`config.mk`:
```
export PLATFORM = sky130hd
export DESIGN_NAME = mem_setup_ctrl
export DESIGN_NICKNAME = d
export VERILOG_FILES = /design/src/rtl/mem_setup_ctrl.sv
export SDC_FILE = /design/constraint.sdc
export NUM_CORES = 1
export LEC_CHECK = 0
export ABC_AREA = 1
export ABC_CLOCK_PERIOD_IN_PS = 2830
export BUFFER_PORTS_ARGS = -buffer_cell sky130_fd_sc_hd__buf_2
export CORE_ASPECT_RATIO = 0.8
export CORE_MARGIN = 2
export CORE_UTILIZATION = 56
export DETAILED_ROUTE_END_ITERATION = 10
export PLACE_DENSITY = 0.95
export SLEW_MARGIN = 15
export SYNTH_ARGS = -nofsm -noshare
export SYNTH_HDL_FRONTEND = slang
export SYNTH_SLANG_ARGS = --single-unit
```
`constraint.sdc`:
```
create_clock -name clk -period 2.83 [get_ports clk]
set_input_delay 0.283 -clock clk [delete_from_list [all_inputs] [get_ports clk]]
set_output_delay 0.283 -clock clk [all_outputs]
set_load 0.01 [all_outputs]
```
`src/rtl/mem_setup_ctrl.sv`:
```
// Host-side setup/verify controller for the core's dual-port memory (port B).
// Writes and read-back-compares host words, and gates the core enable between setup and run.
module mem_setup_ctrl #(
    parameter int DATAPATH_WIDTH  = 64,
    parameter int MEM_ADDR_WIDTH  = 10,
    parameter int ERR_COUNT_WIDTH = 16
) (
    input  logic                        clk,
    input  logic                        reset,
    input  logic                        host_valid,
    output logic                        host_ready,
    input  logic                        host_write,
    input  logic [MEM_ADDR_WIDTH-1:0]   host_addr,
    input  logic [DATAPATH_WIDTH-1:0]   host_data,
    input  logic                        run_req,
    input  logic                        halt_req,
    input  logic                        err_clr,
    output logic [MEM_ADDR_WIDTH-1:0]   memb_addr,
    output logic [DATAPATH_WIDTH-1:0]   memb_din,
    output logic                        memb_we,
    input  logic [DATAPATH_WIDTH-1:0]   memb_dout,
    output logic                        core_en,
    output logic                        rsp_valid,
    output logic [DATAPATH_WIDTH-1:0]   rsp_data,
    output logic                        rsp_match,
    output logic [ERR_COUNT_WIDTH-1:0]  err_count,
    output logic [MEM_ADDR_WIDTH:0]     wr_count,
    output logic                        busy
);

    typedef enum logic [2:0] {IDLE, WR, RD, CMP, RUN} state_t;

    localparam logic [MEM_ADDR_WIDTH:0] WR_MAX = {1'b1, {MEM_ADDR_WIDTH{1'b0}}};

    state_t                      state;
    logic [DATAPATH_WIDTH-1:0]   exp_data;

    always_ff @(posedge clk or negedge reset) begin
        if (!reset) begin
            state      <= IDLE;
            host_ready <= 1'b1;
            memb_addr  <= '0;
            memb_din   <= '0;
            memb_we    <= 1'b0;
            core_en    <= 1'b0;
            rsp_valid  <= 1'b0;
            rsp_data   <= '0;
            rsp_match  <= 1'b0;
            err_count  <= '0;
            wr_count   <= '0;
            busy       <= 1'b0;
            exp_data   <= '0;
        end else begin
            memb_we   <= 1'b0;
            rsp_valid <= 1'b0;
            case (state)
                IDLE: begin
                    // A run_req arriving with a command is dropped, not queued.
                    if (host_valid) begin
                        memb_addr  <= host_addr;
                        host_ready <= 1'b0;
                        busy       <= 1'b1;
                        if (host_write) begin
                            memb_din <= host_data;
                            memb_we  <= 1'b1;
                            state    <= WR;
                        end else begin
                            exp_data <= host_data;
                            state    <= RD;
                        end
                    end else if (run_req) begin
                        core_en    <= 1'b1;
                        host_ready <= 1'b0;
                        state      <= RUN;
                    end
                end
                WR: begin
                    if (wr_count != WR_MAX)
                        wr_count <= wr_count + 1'b1;
                    host_ready <= 1'b1;
                    busy       <= 1'b0;
                    state      <= IDLE;
                end
                RD: state <= CMP;
                CMP: begin
                    rsp_data  <= memb_dout;
                    rsp_match <= (memb_dout == exp_data);
                    rsp_valid <= 1'b1;
                    if ((memb_dout != exp_data) && (err_count != '1))
                        err_count <= err_count + 1'b1;
                    host_ready <= 1'b1;
                    busy       <= 1'b0;
                    state      <= IDLE;
                end
                RUN: begin
                    if (halt_req) begin
                        core_en    <= 1'b0;
                        host_ready <= 1'b1;
                        state      <= IDLE;
                    end
                end
                default: begin
                    core_en    <= 1'b0;
                    host_ready <= 1'b1;
                    busy       <= 1'b0;
                    state      <= IDLE;
                end
            endcase
            // Clear takes priority over a same-cycle mismatch increment.
            if (err_clr)
                err_count <= '0;
        end
    end

endmodule

```
### Yosys cells after proc, flatten, opt, wreduce, memory -nomap -nowiden

Index checks and enable logic that the tools add are counted.

| operators by class | value |
|---|---|
| multipliers | 0 |
| mux-type cells | 22 |
| reduce and logical (&&, ||, !) cells | 15 |
| shift operators | 0 |
| bitwise logic cells | 4 |
| div/mod/pow operators | 0 |
| eq/ne operators | 13 |
| order comparisons | 0 |
| $add $sub $neg | 2 |

Operators by type and width:

| kind | number |
|---|---|
| 64-bit equality test | 1 |
| 64-bit != test | 1 |
| 16-bit 2-to-1 mux | 3 |
| 16-bit by 1-bit adder with 16-bit output (second input constant) | 1 |
| 16-bit != test (second input constant) | 1 |
| 11-bit by 1-bit adder with 11-bit output (second input constant) | 1 |
| 1-bit 2-to-1 mux | 11 |
| 11-bit != test (second input constant) | 1 |
| 2-bit AND reduction | 5 |
| 3-bit 2-to-1 mux | 3 |
| 3-bit one-hot mux with 3 select lines | 1 |
| 3-bit AND reduction | 3 |
| 2-bit != test (second input constant) | 4 |
| 3-bit by 2-bit equality test with 1-bit output (second input constant) | 2 |
| 1-bit one-hot mux with 3 select lines | 2 |
| 1-bit NOT | 4 |
| 4-bit AND reduction | 1 |
| 2-bit nonzero test | 2 |
| 3-bit by 1-bit equality test with 1-bit output (second input constant) | 1 |
| 3-bit equality test (second input constant) | 1 |
| 3-bit logical NOT | 1 |
| 3-bit != test (second input constant) | 1 |
| 3-bit OR reduction | 1 |
| 2-bit 2-to-1 mux | 1 |
| 3 further kinds | 3 |

| storage, ports and cells | value |
|---|---|
| bits in writable memories | 0 |
| register bits after elaboration | 238 |
| memories | 0 |
| ROM bits | 0 |
| latch bits | 0 |
| input bits | 145 |
| logic and storage cells | 69 |

### Logic depth before layout (Yosys ltp)

Gate-level depths: netlist of the first run.

| logic depth | value |
|---|---|
| depth in word-level cells | 5 |
| mapped depth | 13 |
| mapped depth without buffers | 12 |

### Worst setup path after synthesis of the first run

Ideal clock, no wire load.

| path | value |
|---|---|
| path type | register -> register |
| from | register err_count[0] |
| to | register err_count[10] |
| data required time | 2712 ps |
| path buffers | 1 |
| stages on the path, launching flop included | 13 |
| path slack | 1088 ps |
| library setup time | 118 ps |
| data arrival time | 1624 ps |
| clock period less this slack | 1742 ps |
| cell sequence | dfrtp_1 > ha_1 > nand2_2 > inv_2 > nand2_4 > nor2_4 > nand3_1 > inv_2 > a31oi_4 > nand2_4 > buf_12 > nand3_1 > nand2_1 |

| between the ends | value |
|---|---|
| cells in the longest elaborated chain, start to end | 4 |

Ends and longest elaborated chain:

| what | RTL line | text |
|---|---|---|
| start: declaration | 26 | `output logic [ERR_COUNT_WIDTH-1:0] err_count,` |
| start signal: assignment | 90 | `err_count <= err_count + 1'b1;` |
| 16-bit by 1-bit adder with 16-bit output or 16-bit != test (tied branches) | 90, 89 |  |
| 16-bit 2-to-1 mux or 1-bit logical AND (tied branches) | 89 | `if ((memb_dout != exp_data) && (err_count != '1))` |
| 16-bit 2-to-1 mux or 2-bit nonzero test (tied branches) | - |  |
| 16-bit 2-to-1 mux or 2-bit AND reduction (tied branches) | - |  |

Several ways; a longest one is shown, not always the timed one. The select of a mux whose other input is x is not followed.
A chain may end at the register's enable or synchronous reset.

### Final worst setup path of the first run

| path | value |
|---|---|
| from | register state[1] |
| to | register memb_din[52] |

| between the ends | value |
|---|---|
| cells in the longest elaborated chain, start to end | 2 |

Ends and longest elaborated chain:

| what | RTL line | text |
|---|---|---|
| start: declaration | 35 | `state_t state;` |
| start signal: assignment | 40 | `state <= IDLE;` |
| start signal: assignment | 66 | `state <= WR;` |
| start signal: assignment | 69 | `state <= RD;` |
| 3-bit logical NOT | 56 | `case (state)` |
| 3-bit AND reduction (no line) | - |  |
| end signal: assignment | 64 | `memb_din <= host_data;` |
| end: declaration | 19 | `output logic [DATAPATH_WIDTH-1:0] memb_din,` |

No other way between the ends.

==> results of run 1 <==
==> per-layer routing <==
metal / track usage [%] / up-vias
met1: 35.9 / 4564
met4: 8.98 / 2
met3: 5.53 / 85
met5: 0 / -
met2: 48.3 / 413
li1: - / 4679
==> how the worst max path moves through the flow <==
stage                             start                   endpoint  slack (ps)
3_5_place_dp       state[1]$_DFFE_PN0P_   memb_din[52]$_DFFE_PN0P_         640
3_3_place_gp       state[1]$_DFFE_PN0P_   memb_din[40]$_DFFE_PN0P_         760
2_1_floorplan  err_count[0]$_DFFE_PN0P_  err_count[10]$_DFFE_PN0P_        1090
4_1_cts            state[1]$_DFFE_PN0P_   memb_din[52]$_DFFE_PN0P_         620
6_report           state[1]$_DFFE_PN0P_   memb_din[52]$_DFFE_PN0P_         580
5_1_grt            state[1]$_DFFE_PN0P_   memb_din[52]$_DFFE_PN0P_         370
==> synth_stat cells <==
cell type and count:
buf_4 1, nand3_1 19, o21ai_0 125, dfstp_2 1, nand3b_1 2, clkbuf_1 21
nand4_1 19, ha_1 3, nand2_1 469, o31ai_1 1, or3_1 1, nor2_1 60
a21oi_1 2, buf_1 3, nor2_4 3, buf_12 1, xor2_1 30, inv_2 7
o21ai_1 64, mux2_2 2, o21ai_2 1, nor3_2 3, buf_6 5, buf_2 19
dfrtp_1 237, nor4_1 2, a31oi_4 1, nand2_2 3, nand3_2 6, nand2_4 2
nor2_2 2, nor3_1 5, inv_1 200, xnor2_1 2
==> metrics by stage <==
| step | power [mW] | cell area, sq um | util (%) | hold WS, ps |
|---|---|---|---|---|
| 2_1_floorplan | 8.39 | 10800 | - | -12.6 |
| 3_3_place_gp | 10.1 | 12600 | 66.3 | 318 |
| 3_5_place_dp | 10.4 | 12600 | 66.3 | 324 |
| 4_1_cts | 13.6 | 13500 | 71.2 | 3.58 |
| 5_1_grt | 14.5 | 13500 | 71.2 | 21.2 |
| 6_report | 13.6 | 13500 | 71.2 | 17.9 |
==> power breakdown <==
| group | internal, mW | switching (mW) | total, mW |
|---|---|---|---|
| clock | 1.91 | 1.29 | 3.20 |
| sequential | 4.88 | 0.954 | 5.83 |
| combinational | 1.79 | 2.77 | 4.56 |
==> worst max-delay path: cells and delay by family (launching register included) <==
| kind | cells | cell delay (ps) |
|---|---|---|
| AO/OA/AOI/OAI | 1 | 70 |
| buffers and inverters | 3 | 770 |
| flip-flops | 1 | 410 |
| AND/OR/NAND/NOR | 5 | 850 |
==> cells by family (layout without fill, tap and decap cells) <==
family          count (synthesis)  in the layout
simple gates                  596            596
buf+inv                       257            586
flops                         238            238
compound gates                194            194
xor+xnor                       32             32
fa+ha+maj                       3              3
mux                             2              2
==> sequential cells by signal, indices dropped and copies added (netlist names) <==
| name | count |
|---|---|
| busy | 1 |
| core_en | 1 |
| err_count | 16 |
| exp_data | 64 |
| host_ready | 1 |
| memb_addr | 10 |
| memb_din | 64 |
| memb_we | 1 |
| rsp_data | 64 |
| rsp_match | 1 |
| rsp_valid | 1 |
| state | 3 |
| wr_count | 11 |
==> final cells by class <==
cell class	instances	share of cell area, %
inverters	207	5.81
repair buffers	336	13.5
clock inverters	4	0.335
clock buffers	39	5.63
well taps	258	2.40
multi-input cells	827	28.1
flip-flops and latches	238	44.2
==> what timing repair did <==
action | 4_1_cts | 5_1_grt
hold buffers | 11 | 0
hold endpoints to repair | 88 | 0
endpoints found under the setup margin | 0 | 0
==> impl_metrics.yaml, run 1 <==
layout:
  diodes: 0
  final_common_cell: "nand2_1"
  final_nets: 1782
  syn2layout_area_growth_pct: 25.0
  drive_gt1_share_pct: 23.9
  nFillCells: 1395
  instances_no_fill: 1909
  layout_common_cells: "468 x nand2_1, 314 x buf_2, 237 x dfrtp_1"
  multiInputGateArea_sq_um: 3780
  register_area_sq_um: 5960
setup_path:
  r2r_end: "memb_din[52]$_DFFE_PN0P_"
  ff2ff_setup_slack_ps: 580
  critPathRequiredTime_ps: 3220
  crit_path_top_delay_cell: "dfrtp_1"
  cp_max_fo: 83
  crit_path_cell_trace: "nor2_2, nand2_2, nor2_4, inv_2, nor2_4, inv_4, buf_12, nand2_1, o21ai_1"
  crit_path_frequent_cell: "nor2_4"
  end_kind: "flip-flop"
  path_class: "reg2reg"
  arrival_ps: 2640
  r2r-start: "state[1]$_DFFE_PN0P_"
  slowest_delay_ps: 410
  cp-start-kind: "flip-flop"
  rr_worst_depth: 9
clock_tree:
  clock_latency_ps: 510
  cts_resized: 0
  htreeDepth: 1
  cts_sinks: 238
  clock-root-buffer: "clkbuf_16"
  tritoncts: "done"
  cts_setup_buffers: 0
  cts_buffers: 24
  cts.clk_slew.worst_paths_ps: 60
  clk_path_buf_depth: 3
placement:
  io_buffers: 315
  dpl_worst_slack_ps: 637
  place_congestion: 0.886
  dp_hpwl_um: 20400
  dp_cells: 1855
sta:
  rsz0062_at_grt: "no"
  max_clock_freq_ghz: 0.444
  min_period_ps: 2250
  fin_skew_ps: 15.1
  setup_viol: 0
  slew_headroom_pct: 31.6
  setup_ws_ps: 579
  tightest_slew_ps: 1020
  final.setup.tns_ps: 0
  slew_violations: 0
  fin_crit_sh_pct: 79.5
  final_hold_viol_count: 0
detailed_routing:
  drt_first_pass_iters: 5
  routed.top_layer: "met5"
  vias: 9743
  drt_iter0_markers: 733
  route.detailed.drc: 0
  drt.antenna.violating_nets: 0
  dr_wl_met3_um: 2040
  via_per_inst: 5.10
  drt_wl_total_um: 28700
  met2_length_um: 14000
  wl_per_cell_um: 15.0
  wl_met1_um: 11700
synth:
  synth.area.top_cells: "dfrtp_1 55%, nand2_1 16%, inv_1 7.0%"
  synth_cell_types: 34
  synthXorXnorAreaFrac_pct: 2.60
  synth_compound_area_share_pct: 9.22
  syn-num-nets: 1470
  synthCells: 1322
  syn_area_sq_um: 10800
  syn_area_per_cell_sq_um: 8.15
  yosys.area_share.simple_pct: 22.6
  yosysSeqAreaShare_pct: 55.3
  muxShareOfSynthArea_pct: 0.209
  yosysTopAreaCell: "dfrtp_1"
  synth_seq_cells: 238
  yosys.area.top_type_share_pct: 55.1
  yosys_warnings: 0
  synthAdderAreaFrac_pct: 0.348
  synth_top_family_by_area: "simple AND/OR/NAND/NOR gates"
die:
  core_sq_um: 18900
  die_height_um: 128
  io-pin-count: 316
  rows: 45
  fp.dieArea_sq_um: 20400
  initial_core_util_pct: 56.9
  dieWidth_um: 159
grt:
  grt_usage_pct: 27.9
  antenna_found_initial: 1
  grt_pass1_vias: 9505
  grt_max_degree: 121
  overflow: 0
  grt_pass1_wl_um: 46100
hold_path:
  worstHoldPathType: "in2reg"
  hold_depth: 3
  min_to: "rsp_data[2]$_DFFE_PN0P_"
  hold_start: "memb_dout[2]"
job:
  maxCapViolCount: 0
power:
  power_per_cell_area_nw_per_um2: 1010
  ir_worst_vdd_uv: 608
  power.leakage_nw: 7.82
status:
  status: "finished clean"
No activity file was read; power rests on OpenSTA's default activity.
==> run 2, diff against run 1 <==
Settings changed: ABC_CLOCK_PERIOD_IN_PS 2830 to 1850, CORE_UTILIZATION 56 to 47, PLACE_DENSITY 0.95 to 0.87.
Clock period 2.83 ns to 1.85 ns, I/O delays scaled along.
==> impl_metrics.yaml, run 2 (synthesized netlist as in run 1, its figures left out) <==
clock_tree:
  cts_buffers: 25
  clk_path_buf_depth: 3
  cts.clk_slew.worst_paths_ps: 60
  clock_latency_ps: 530
  clock-root-buffer: "clkbuf_16"
  htreeDepth: 1
  tritoncts: "done"
  cts_sinks: 238
die:
  rows: 49
  io-pin-count: 316
  core_sq_um: 22500
  fp.dieArea_sq_um: 24200
  die_height_um: 139
  dieWidth_um: 173
  initial_core_util_pct: 47.9
setup_path:
  cp_max_fo: 90
  arrival_ps: 2160
  path_class: "reg2reg"
  critPathRequiredTime_ps: 2230
  end_kind: "flip-flop"
  cp-start-kind: "flip-flop"
detailed_routing:
  wl_per_cell_um: 16.4
  vias: 10699
  drt_first_pass_iters: 5
  drt.antenna.violating_nets: 0
  via_per_inst: 5.08
  drt_wl_total_um: 34500
  route.detailed.drc: 0
  drt_iter0_markers: 758
power:
  intPower_mw: 13.7
  finalPower_mw: 21.9
  swShare_pct: 37.6
  pwr-share-seq_pct: 41.0
  power_per_cell_area_nw_per_um2: 1450
  pwr-share-clk_pct: 24.4
  power.leakage_nw: 8.50
  power_frac_comb_pct: 34.6
  ir_worst_vdd_uv: 984
  power.switching_mw: 8.26
placement:
  dp_hpwl_um: 20800
  place_area_sq_um: 12700
  place_congestion: 0.863
  io_buffers: 315
sta:
  tightest_slew_ps: 609
  slew_headroom_pct: 59.4
  hold_ws_ps: 73.8
  fin_crit_sh_pct: 96.4
  max_clock_freq_ghz: 0.561
  min_period_ps: 1780
  setup_viol: 0
  slew_violations: 0
  fin_skew_ps: 12.0
  final_hold_viol_count: 0
layout:
  final_common_cell: "nand2_1"
  fin_util_pct: 67.1
  layout_common_cells: "465 x nand2_1, 314 x buf_2, 237 x dfrtp_1"
  drive_gt1_share_pct: 23.6
  largest_registers: "exp_data: 64 flops, memb_din: 64 flops, rsp_data: 64 flops"
  diodes: 0
  design_area_sq_um: 15100
  final_nets: 1928
  syn2layout_area_growth_pct: 40.2
hold_path:
  worstHoldPathType: "in2reg"
grt:
  grt_pass1_wl_um: 54600
  overflow: 0
  grt_max_degree: 130
  antenna_found_initial: 0
  grt_usage_pct: 27.9
  grt_pass1_vias: 10857
status:
  status: "finished clean"
job:
  maxCapViolCount: 0
[run 2: changes by cell type in the layout (fill, tap and decap cells not counted), sizes merged]
| cell | change |
|---|---|
| bufinv | +3 |
| clkinv | +3 |
| buf | +14 |
| inv | +1 |
| dlygate4sd3 | +131 |
| clkinvlp | +2 |
| clkbuf | -6 |
[run 2: power groups by stage]
| stage | Clock, mW | Combinational [mW] | Sequential [mW] |
|---|---|---|---|
| after floorplan | 0 | 3.36 | 9.48 |
| after global placement | 0 | 6.73 | 8.79 |
| after detailed placement | 0 | 7.03 | 8.91 |
| after CTS | 5.39 | 7.31 | 8.87 |
| after global routing | 5.64 | 8.42 | 9.24 |
| final | 5.35 | 7.59 | 9.00 |
[run 2: worst paths after layout]
check | start | slack [ps] | end | cells after the start
worst max-delay path | state[1]$_DFFE_PN0P_ | 70 | memb_din[31]$_DFFE_PN0P_ | 9
worst min-delay path | run_req | 70 | host_ready$_DFFE_PN1P_ | 3
worst max register to register | state[1]$_DFFE_PN0P_ | 70 | memb_din[31]$_DFFE_PN0P_ | 9
worst min register to register | rsp_data[4]$_DFFE_PN0P_ | 460 | rsp_data[4]$_DFFE_PN0P_ | 2
max in group asynchronous | reset | 960 | host_ready$_DFFE_PN1P_ | 3
min in group asynchronous | reset | 170 | memb_din[39]$_DFFE_PN0P_ | 2
[run 2: area by class of cell]
class / count / area (sq um)
Inverter: 207 / 782
Sequential cell: 238 / 5960
Timing Repair Buffer: 481 / 3270
Clock inverter: 13 / 178
Multi-Input combinational cell: 827 / 3840
Clock buffer: 33 / 696
Tap cell: 306 / 383
Fill cell: 1610 / 7400
[run 2: layer usage]
metal  track usage (%)  wire length (um)  vias to the layer above
met5                 0                 0                        -
met3              4.89              2290                      151
met4              15.0              1950                        0
li1                  -                 -                     4963
met2              48.8             17100                      531
met1              33.0             13200                     5054
[run 2: critical path, cell delays in order, from the launching register on]
cell     delay, ps
dfrtp_1        430
nor2_4         170
nand2_2        110
nor2_4         150
inv_2           70
nor2_4         120
inv_4           50
buf_12         180
nand2_1        160
o21ai_1        110
[run 2: per-stage QoR]
stage | setup WS, ps | TNS [ps] | cells
global placement | -54.8 | -822 | 1913
finish | 67.3 | 0 | 2105
CTS | 3.31 | 0 | 2101
global route | -21.7 | -51.1 | 2105
detailed placement | -82.5 | -1010 | 1913
floorplan | 108 | 0 | 1322
[run 2: timing repair]
item | in CTS | in global routing
endpoints found under the setup margin | 16 | 23
endpoints found under the hold margin | 313 | 0
resized for setup | 2 | 16
pin swaps | 0 | 6
hold buffers | 142 | 0
buffers inserted | 0 | 4
